--- src/rtl/uart_rx_fifo_ctrl.sv ---
// UART receive front-end: oversampled deserialiser with parity/framing tags, a one-entry
// hold register and a single-clock FIFO feeding the register/DMA reader.
module uart_rx_fifo_ctrl #(
  parameter int DATA_BITS  = 8,
  parameter int OVS        = 16,
  parameter int FIFO_DEPTH = 16,
  parameter int AW         = 4
) (
  input  logic                   clk,
  input  logic                   rst,
  input  logic                   en,
  input  logic                   baud_tick,
  input  logic                   rxd,
  input  logic                   cfg_par_en,
  input  logic                   cfg_par_odd,
  input  logic                   cfg_stop2,
  input  logic                   rd_en,
  output logic [DATA_BITS+1:0]   rd_data,
  output logic                   empty,
  output logic                   full,
  output logic [AW:0]            usedw,
  output logic                   overflow,
  output logic [7:0]             ovf_cnt,
  input  logic                   ovf_clr
);

  localparam int W  = DATA_BITS + 2;
  localparam int CW = $clog2(OVS);
  localparam int BW = $clog2(DATA_BITS);

  localparam logic [CW-1:0] HALF_M1  = CW'(OVS / 2 - 1);
  localparam logic [CW-1:0] FULL_M1  = CW'(OVS - 1);
  localparam logic [BW-1:0] LAST_BIT = BW'(DATA_BITS - 1);
  localparam logic [AW:0]   DEPTH_V  = (AW + 1)'(FIFO_DEPTH);

  localparam logic [2:0] S_IDLE   = 3'd0;
  localparam logic [2:0] S_START  = 3'd1;
  localparam logic [2:0] S_DATA   = 3'd2;
  localparam logic [2:0] S_PARITY = 3'd3;
  localparam logic [2:0] S_STOP1  = 3'd4;
  localparam logic [2:0] S_STOP2  = 3'd5;

  logic                 rxd_s1_q, rxd_s2_q;
  logic [2:0]           state_q, state_d;
  logic [CW-1:0]        tick_cnt_q, tick_cnt_d;
  logic [BW-1:0]        bit_cnt_q, bit_cnt_d;
  logic [DATA_BITS-1:0] shift_q, shift_d;
  logic                 par_en_q, par_en_d;
  logic                 par_odd_q, par_odd_d;
  logic                 stop2_q, stop2_d;
  logic                 par_err_q, par_err_d;
  logic                 frame_err_q, frame_err_d;

  logic [W-1:0]         hold_q, hold_d;
  logic                 hold_vld_q, hold_vld_d;
  logic [AW-1:0]        wr_ptr_q, wr_ptr_d;
  logic [AW-1:0]        rd_ptr_q, rd_ptr_d;
  logic [AW:0]          usedw_q, usedw_d;
  logic [W-1:0]         rd_data_q, rd_data_d;
  logic                 overflow_q, overflow_d;
  logic [7:0]           ovf_cnt_q, ovf_cnt_d;

  logic [W-1:0]         mem_q [FIFO_DEPTH];

  logic                 rxd_sync;
  logic                 mid_bit;
  logic                 stop_fe;
  logic                 comp;
  logic [W-1:0]         comp_word;
  logic                 can_wr;
  logic                 pop;
  logic                 push;
  logic [W-1:0]         push_word;
  logic                 drop;

  assign rxd_sync = rxd_s2_q;
  assign mid_bit  = (tick_cnt_q == FULL_M1);

  // Receive FSM: every transition is gated by baud_tick; cfg is captured once per character.
  always_comb begin
    state_d     = state_q;
    tick_cnt_d  = tick_cnt_q;
    bit_cnt_d   = bit_cnt_q;
    shift_d     = shift_q;
    par_en_d    = par_en_q;
    par_odd_d   = par_odd_q;
    stop2_d     = stop2_q;
    par_err_d   = par_err_q;
    frame_err_d = frame_err_q;
    stop_fe     = frame_err_q | ~rxd_sync;
    comp        = 1'b0;
    comp_word   = {stop_fe, par_err_q, shift_q};

    if (!en) begin
      state_d    = S_IDLE;
      tick_cnt_d = '0;
    end else if (baud_tick) begin
      case (state_q)
        S_IDLE: begin
          if (!rxd_sync) begin
            state_d     = S_START;
            tick_cnt_d  = '0;
            bit_cnt_d   = '0;
            par_en_d    = cfg_par_en;
            par_odd_d   = cfg_par_odd;
            stop2_d     = cfg_stop2;
            par_err_d   = 1'b0;
            frame_err_d = 1'b0;
          end
        end
        S_START: begin
          if (tick_cnt_q == HALF_M1) begin
            tick_cnt_d = '0;
            state_d    = rxd_sync ? S_IDLE : S_DATA;
          end else begin
            tick_cnt_d = tick_cnt_q + 1'b1;
          end
        end
        default: begin
          if (!mid_bit) begin
            tick_cnt_d = tick_cnt_q + 1'b1;
          end else begin
            tick_cnt_d = '0;
            case (state_q)
              S_DATA: begin
                shift_d = {rxd_sync, shift_q[DATA_BITS-1:1]};
                if (bit_cnt_q == LAST_BIT) begin
                  state_d = par_en_q ? S_PARITY : S_STOP1;
                end else begin
                  bit_cnt_d = bit_cnt_q + 1'b1;
                end
              end
              S_PARITY: begin
                par_err_d = ((^shift_q) ^ rxd_sync) != par_odd_q;
                state_d   = S_STOP1;
              end
              S_STOP1: begin
                if (stop2_q) begin
                  frame_err_d = stop_fe;
                  state_d     = S_STOP2;
                end else begin
                  comp    = 1'b1;
                  state_d = S_IDLE;
                end
              end
              S_STOP2: begin
                comp    = 1'b1;
                state_d = S_IDLE;
              end
              default: state_d = S_IDLE;
            endcase
          end
        end
      endcase
    end
  end

  // Buffering: completion owns the write port on its edge; otherwise a valid hold drains.
  always_comb begin
    can_wr     = (usedw_q != DEPTH_V);
    pop        = rd_en && (usedw_q != '0);
    push       = 1'b0;
    push_word  = hold_q;
    drop       = 1'b0;
    hold_d     = hold_q;
    hold_vld_d = hold_vld_q;

    if (comp) begin
      if (!hold_vld_q) begin
        if (can_wr) begin
          push      = 1'b1;
          push_word = comp_word;
        end else begin
          hold_d     = comp_word;
          hold_vld_d = 1'b1;
        end
      end else begin
        drop = 1'b1;
      end
    end else if (hold_vld_q && can_wr) begin
      push       = 1'b1;
      push_word  = hold_q;
      hold_vld_d = 1'b0;
    end

    wr_ptr_d  = push ? wr_ptr_q + 1'b1 : wr_ptr_q;
    rd_ptr_d  = pop ? rd_ptr_q + 1'b1 : rd_ptr_q;
    rd_data_d = pop ? mem_q[rd_ptr_q] : rd_data_q;

    case ({push, pop})
      2'b10:   usedw_d = usedw_q + 1'b1;
      2'b01:   usedw_d = usedw_q - 1'b1;
      default: usedw_d = usedw_q;
    endcase

    overflow_d = overflow_q;
    ovf_cnt_d  = ovf_cnt_q;
    if (drop) begin
      overflow_d = 1'b1;
      if (ovf_clr) begin
        ovf_cnt_d = 8'd1;
      end else if (ovf_cnt_q != 8'hFF) begin
        ovf_cnt_d = ovf_cnt_q + 8'd1;
      end
    end else if (ovf_clr) begin
      overflow_d = 1'b0;
      ovf_cnt_d  = 8'd0;
    end
  end

  always_ff @(posedge clk or negedge rst) begin
    if (!rst) begin
      rxd_s1_q    <= 1'b1;
      rxd_s2_q    <= 1'b1;
      state_q     <= S_IDLE;
      tick_cnt_q  <= '0;
      bit_cnt_q   <= '0;
      shift_q     <= '0;
      par_en_q    <= 1'b0;
      par_odd_q   <= 1'b0;
      stop2_q     <= 1'b0;
      par_err_q   <= 1'b0;
      frame_err_q <= 1'b0;
      hold_q      <= '0;
      hold_vld_q  <= 1'b0;
      wr_ptr_q    <= '0;
      rd_ptr_q    <= '0;
      usedw_q     <= '0;
      rd_data_q   <= '0;
      overflow_q  <= 1'b0;
      ovf_cnt_q   <= 8'd0;
    end else begin
      rxd_s1_q    <= rxd;
      rxd_s2_q    <= rxd_s1_q;
      state_q     <= state_d;
      tick_cnt_q  <= tick_cnt_d;
      bit_cnt_q   <= bit_cnt_d;
      shift_q     <= shift_d;
      par_en_q    <= par_en_d;
      par_odd_q   <= par_odd_d;
      stop2_q     <= stop2_d;
      par_err_q   <= par_err_d;
      frame_err_q <= frame_err_d;
      hold_q      <= hold_d;
      hold_vld_q  <= hold_vld_d;
      wr_ptr_q    <= wr_ptr_d;
      rd_ptr_q    <= rd_ptr_d;
      usedw_q     <= usedw_d;
      rd_data_q   <= rd_data_d;
      overflow_q  <= overflow_d;
      ovf_cnt_q   <= ovf_cnt_d;
    end
  end

  // Storage array carries no reset so it can map onto block RAM.
  always_ff @(posedge clk) begin
    if (push) begin
      mem_q[wr_ptr_q] <= push_word;
    end
  end

  assign rd_data  = rd_data_q;
  assign empty    = (usedw_q == '0);
  assign full     = (usedw_q == DEPTH_V);
  assign usedw    = usedw_q;
  assign overflow = overflow_q;
  assign ovf_cnt  = ovf_cnt_q;

endmodule

--- config.mk ---
export PLATFORM = sky130hd
export DESIGN_NAME = uart_rx_fifo_ctrl
export DESIGN_NICKNAME = d
export VERILOG_FILES = /design/src/rtl/uart_rx_fifo_ctrl.sv
export SDC_FILE = /design/constraint.sdc
export NUM_CORES = 1
export LEC_CHECK = 0
export BUFFER_PORTS_ARGS = -buffer_cell sky130_fd_sc_hd__buf_2
export CORE_MARGIN = 1.5
export CORE_UTILIZATION = 46
export CTS_CLUSTER_DIAMETER = 120
export DETAILED_ROUTE_END_ITERATION = 10
export GPL_TIMING_DRIVEN = 0
export SLEW_MARGIN = 20
export SYNTH_ARGS = -nofsm -noshare
export SYNTH_HDL_FRONTEND = slang
export SYNTH_SLANG_ARGS = --single-unit
export TNS_END_PERCENT = 100
--- constraint.sdc ---
create_clock -name clk -period 3.2 [get_ports clk]
set_input_delay 0.16 -clock clk [delete_from_list [all_inputs] [get_ports clk]]
set_output_delay 0.16 -clock clk [all_outputs]
set_load 0.005 [all_outputs]
==> flow_summary.yaml, run 1 <==
logic_synthesis:
  synth-main-ff-cell: "edfxtp_1"
  synth_fa_ha_area_frac: 0.02020
  syn_area_per_cell_um2: 16.82
  synth-xor-area-share: 0.02374
  ys_ff_latch: 228
  synth_area_um2: 9539
  syn_inst: 567
  synth_compound_area_frac: 0.03555
  async_flop_share: 0.2982
  synth_top_family_by_area: "multiplexers"
  synth_enable_flop_cells: 160
  syn-num-nets: 591
  muxShareOfSynthArea: 0.1574
  ys_warn_count: 0
  synth-simple-area-share: 0.06545
  ys_seq_area_frac: 0.6823
  synth_cell_type_count: 53
cells_and_area:
  nets: 665
  final_cell_area_um2: 10990
  final_common_cell: "edfxtp_1"
  layout-drive-gt1-share: 0.2883
  final_cell_mix: "edfxtp_1 (160), dfrtp_1 (65), buf_2 (42)"
  syn_to_final_growth_pct: 15.20
  seqCellArea_um2: 6510
  multiInputGateArea_um2: 2929
  fillers: 1689
  diodes: 0
  fin_cells: 929
  final_util: 0.5414
clock_network:
  clk_latency_ps: 520
  clkSinkCount: 228
  cts_tree: "built"
  clock_path_buffers: 3
  cts-root-buf: "clkbuf_16"
  clkTransAtPathRegs_ps: 60
  cts_buffers: 25
  htreeDepth: 1
pwr:
  p_leak_uw: 0.003619
  total_power_uw: 5962
  ir_worst_vdd_v: 0.0003202
  power_density_nw_per_um2: 542.6
worst_setup_path:
  critPathMaxFanout: 9
  crit_type: "reg -> reg"
  cp.arrival_ps: 3370
  worstSetupStartpointType: "flip-flop"
  worstSetupEndpointType: "flip-flop"
  required_ps: 3600
die:
  die_h_um: 147.0
  ioPinCount: 36
  initial_core_util: 0.4699
  fp.dieW_um: 147.0
  core.rowCount: 52
  dieArea_um2: 21610
  core-area_um2: 20300
timing:
  slew_violations: 0
  fin_skew_ps: 12.71
  hold_viol_final: 0
  finalSetupViolations: 0
  relSlewSlack: 0.3344
  max_freq_ghz: 0.3363
  period_share: 0.9293
  min_period_ps: 2974
  worst_pin_slew_ps: 994.7
  rsz0062_at_grt: "false"
route:
  wire_per_inst_um: 21.27
  viasPerCell: 5.590
  wirelength_mm: 19.76
  via_count: 5193
  first_iter_violations: 417
  drc: 0
  dr.pass1.iters: 5
  ant_nets: 0
global_routing:
  grt-ovfl-total: 0
  antenna_found_initial: 0
  grt_max_degree: 43
  grt_pass1_vias: 5404
  grt_pass1_wl_mm: 30.93
  groute.usage.overall: 0.1891
placed_design:
  gp_congestion: 0.7527
  hpwl_mm: 12.93
  placed_cell_area_um2: 10120
  io_buffers: 34
  dp_cells: 876
run:
  maxCapViolations: 0
status:
  status: "finished clean"
worst_hold_path:
  min_path_type: "in -> reg"
-- area by class of cell --
cell class / instances / area share
plain buffers: 26 / 0.009905
clock buffers: 35 / 0.06125
clock inverters: 10 / 0.008312
inverters: 9 / 0.003074
multi-input cells: 303 / 0.2665
flip-flops and latches: 228 / 0.5924
well taps: 270 / 0.03074
repair buffers: 48 / 0.02778
-- flip-flops by register name, indices dropped and copies added (netlist names), 3 cells and up --
signal	flops
state_q	3
bit_cnt_q	3
ovf_cnt	8
hold_q	10
rd_ptr_q	4
mem_q	160
shift_q	8
tick_cnt_q	4
rd_data	10
usedw	5
wr_ptr_q	4
-- through the flow --
step	hold slack, ps	TNS, ps	worst slack, ps
final	37.49	0	226.2
after global routing	55.17	0	35.28
after CTS	13.05	0	58.37
after detailed placement	113.0	-256.8	-256.8
after global placement	266.0	-17920	-501.7
after floorplan	-135.6	0	182.3
-- worst max-delay path, stage by stage (launching register included) --
cell and delay [ps]:
dfrtp_2 460, nand2b_1 200, nor4_4 250, buf_4 180, xor2_2 180, and2_4 200, inv_1 40, ha_2 210
fa_1 410, a21o_1 180, a21oi_1 170, xor2_1 160, nor2_1 70, xor2_1 150
-- layer usage --
| metal | wire (um) | global-route usage | up-vias | part of all wire |
|---|---|---|---|---|
| met4 | 407 | 0.04850 | 0 | 0.021 |
| met2 | 9718 | 0.3179 | 160 | 0.49 |
| met1 | 8617 | 0.2633 | 2659 | 0.44 |
| met3 | 1020 | 0.02484 | 30 | 0.052 |
| li1 | - | - | 2344 | - |
| met5 | 0 | 0 | - | 0 |
-- power breakdown --
| group | switching, uW | internal [uW] | total [uW] |
|---|---|---|---|
| registers | 11.0 | 3140 | 3160 |
| clock network | 1140 | 1550 | 2690 |
| logic | 67.4 | 47.0 | 114 |
-- synthesized netlist by cell type, types with 2 or more instances --
cell type	n	area [um2]
buf_1	5	18.77
dfrtp_1	66	1652
mux2i_1	15	150.1
or3_1	2	12.51
xnor2_1	16	140.1
mux4_2	40	900.9
nor2_4	2	22.52
edfxtp_1	160	4805
nor3b_1	2	15.01
a21o_1	2	15.01
o21ai_0	11	55.05
inv_1	8	30.03
a221o_1	9	90.09
nand4_1	5	31.28
xor2_1	8	70.07
a31oi_1	3	18.77
nand3b_1	2	15.01
mux2_2	40	450.4
o211ai_1	2	15.01
nand2_1	24	90.09
nor3_1	16	80.08
and3_1	7	43.79
dfstp_2	2	52.55
nor2_1	31	116.4
and2_1	2	12.51
a21oi_1	6	30.03
buf_2	9	45.04
clkbuf_1	13	48.80
nand2b_1	10	62.56
ha_1	13	162.7
nand3_1	14	70.07
-- final timing paths --
check | depth (start not counted) | endpoint | slack, ps | start
worst max-delay path | 13 | usedw[4] | 230 | state_q[1]
worst min-delay path | 2 | ovf_cnt[3] | 40 | ovf_clr
worst max register to register | 13 | usedw[4] | 230 | state_q[1]
worst min register to register | 0 | rxd_s2_q | 350 | rxd_s1_q
max in group asynchronous | 3 | rxd_s1_q | 2480 | rst
min in group asynchronous | 2 | ovf_cnt[6] | 110 | rst
-- cells by family (layout without fill, tap and decap cells) --
group | after synthesis | in the layout
simple gates | 122 | 122
mux | 95 | 95
compound gates | 46 | 46
buf+inv | 36 | 128
flops | 228 | 228
fa+ha+maj | 15 | 15
xor+xnor | 25 | 25
-- what timing repair did --
action                                  4_1_cts  5_1_grt
endpoints found under the hold margin        71        0
pin swaps                                     2        0
endpoints found under the setup margin        1       11
setup buffers                                 3        0
hold buffers                                  6        0
resized for setup                             1        5
(Power assumes the default switching activity.)
==> run 2: changes to the inputs <==
Settings changed: CORE_UTILIZATION 46 to 49, PLACE_DENSITY set to 0.68.
==> run 2 against run 1 <==
Net effect:
- clock skew grew 5.8 ps
- register-to-register slack lost 70 ps
- non-clock buffer count grew 2
- sequential share of layout area shrank 0.14 points
- utilization grew 4.2 points
- critical path type unchanged
- count of clock-buffer cells in the layout grew 3
- maximum frequency shrank 2.4%
- critical endpoint is now mem_q[15][5]
- sequential cell count is the same
==> flow_summary.yaml, run 2 (synthesized netlist as in run 1, its figures left out) <==
route:
  first_iter_violations: 323
  dr.pass1.iters: 4
  via_count: 5153
  wirelength_mm: 18.30
  wire_per_inst_um: 19.87
  ant_nets: 0
  viasPerCell: 5.595
  drc: 0
timing:
  rsz0062_at_grt: "false"
  worst_pin_slew_ps: 958.4
  period_share: 0.9522
  setup_ws_ps: 152.9
  relSlewSlack: 0.3587
  fin_skew_ps: 18.46
  finalSetupViolations: 0
  min_period_ps: 3047
  hold_ws_ps: 22.97
  max_freq_ghz: 0.3282
  hold_viol_final: 0
  slew_violations: 0
clock_network:
  cts_tree: "built"
  clock_path_buffers: 3
  clkTransAtPathRegs_ps: 60
  clkSinkCount: 228
  cts-root-buf: "clkbuf_16"
  clk_latency_ps: 520
  htreeDepth: 1
  cts_buffers: 25
die:
  die_h_um: 142.5
  fp.dieW_um: 142.5
  ioPinCount: 36
  initial_core_util: 0.5049
  core.rowCount: 50
  dieArea_um2: 20310
  core-area_um2: 18890
worst_setup_path:
  cpMaxStageDelayCell: "nor2_1"
  worstSetupStartpointType: "flip-flop"
  cp.depth: 8
  r2r_cells: 8
  endpoint: "mem_q[15][5]"
  worstSetupEndpointType: "flip-flop"
  max_stage_delay_ps: 810
  worst-path-buf-inv: 2
  startpoint: "tick_cnt_q[0]"
  reg2reg_from: "tick_cnt_q[0]"
  cp_cell_sequence: "ha_2 -> nand3_2 -> nor4_4 -> xor2_2 -> buf_4 -> buf_4 -> nand3_1 -> nor2_1"
  path_common_cell: "buf_4"
  r2r_end: "mem_q[15][5]"
  required_ps: 3320
  critPathMaxFanout: 10
  cp.arrival_ps: 3170
  critPathTopFamily: "simple AND/OR/NAND/NOR gates"
  crit_type: "reg -> reg"
  r2r_slack_ps: 150
run:
  maxCapViolations: 0
placed_design:
  gp_congestion: 0.8121
  hpwl_mm: 12.08
  pre_cts_ws_ps: -206.5
  io_buffers: 34
pwr:
  p_leak_uw: 0.003659
  p_switching_uw: 1165
  clock_power_share: 0.458
  ir_worst_vdd_v: 0.0003645
  switching_share: 0.1931
  total_power_uw: 6033
  pwr-share-comb: 0.019
  p_seq_frac: 0.523
  p_int_uw: 4868
  power_density_nw_per_um2: 547.8
global_routing:
  grt-ovfl-total: 0
  antenna_found_initial: 0
  groute.usage.overall: 0.1898
  grt_pass1_wl_mm: 29.08
  grt_pass1_vias: 5356
  grt_max_degree: 57
status:
  status: "finished clean"
cells_and_area:
  final_cell_mix: "edfxtp_1 (160), dfrtp_1 (66), buf_2 (42)"
  syn_to_final_growth_pct: 15.45
  regMostFlops: "mem_q"
  largest_register_ffs: 160
  diodes: 0
  layout-drive-gt1-share: 0.2769
  nets: 667
  final_common_cell: "edfxtp_1"
worst_hold_path:
  min_path_type: "in -> reg"
==> run 2: cell types whose count changed in the layout (fill, tap and decap cells not counted), sizes merged <==
cell,before,now
clkinvlp,5,0
clkbuf,47,51
buf,56,57
bufinv,1,2
clkinv,2,3
==> run 2: power by group through the flow <==
stage	Combinational, uW	Clock, uW	Sequential, uW
3_5_place_dp	112	0	3210
4_1_cts	119	2820	3150
2_1_floorplan	67.2	0	3210
5_1_grt	131	2940	3160
3_3_place_gp	103	0	3210
6_report	117	2760	3160
==> run 2: worst min-delay path by stage <==
| stage | start | endpoint | slack, ps | cells past startpoint |
|---|---|---|---|---|
| 6_report | ovf_clr | ovf_cnt[1] | 20 | 2 |
| 5_1_grt | en | tick_cnt_q[1] | 30 | 3 |
| 4_1_cts | en | tick_cnt_q[1] | 10 | 3 |
| 3_5_place_dp | rst | tick_cnt_q[1] | 30 | 1 |
| 3_3_place_gp | rxd | rxd_s1_q | 260 | 1 |
| 2_1_floorplan | rst | bit_cnt_q[0] | -140 | 0 |
==> run 2: cell type report <==
class	instances	area, um2
Multi-Input combinational cell	303	2917
Fill cell	1470	7880
Inverter	9	33.78
Timing Repair Buffer	49	320.3
Buffer	27	112.6
Clock buffer	38	704.4
Sequential cell	228	6509
Clock inverter	7	91.34
Tap cell	260	325.3
==> run 2: repair_timing <==
| action | CTS | global route |
|---|---|---|
| hold endpoints to repair | 71 | 0 |
| buffers inserted | 2 | 2 |
| hold buffers | 6 | 0 |
| pin swaps | 2 | 2 |
| setup endpoints to repair | 2 | 1 |
| resized for setup | 0 | 4 |
==> run 2: routing by layer <==
| metal | routed length (um) | vias to the layer above | global-route usage |
|---|---|---|---|
| li1 | - | 2362 | - |
| met1 | 8042 | 2631 | 0.2628 |
| met2 | 8904 | 128 | 0.3143 |
| met3 | 910 | 32 | 0.02658 |
| met4 | 439 | 0 | 0.05860 |
| met5 | 0 | - | 0 |
==> run 2: worst reg2reg max path, cell delays in order, from the launching register on <==
cell and delay (ps):
dfrtp_1 400, ha_2 250, nand3_2 140, nor4_4 350
xor2_2 210, buf_4 140, buf_4 130, nand3_1 240
nor2_1 810
==> run 2: metrics by stage <==
| stage | utilization | cells | cell area, um2 | setup TNS, ps |
|---|---|---|---|---|
| 5_1_grt | 0.5829 | 921 | 11010 | 0 |
| 3_3_place_gp | 0.5311 | 861 | 10030 | -9712 |
| 3_5_place_dp | 0.5354 | 866 | 10110 | -206.5 |
| 4_1_cts | 0.5815 | 919 | 10990 | 0 |
| 6_report | 0.5829 | 921 | 11010 | 0 |
| 2_1_floorplan | - | 567 | 9539 | 0 |
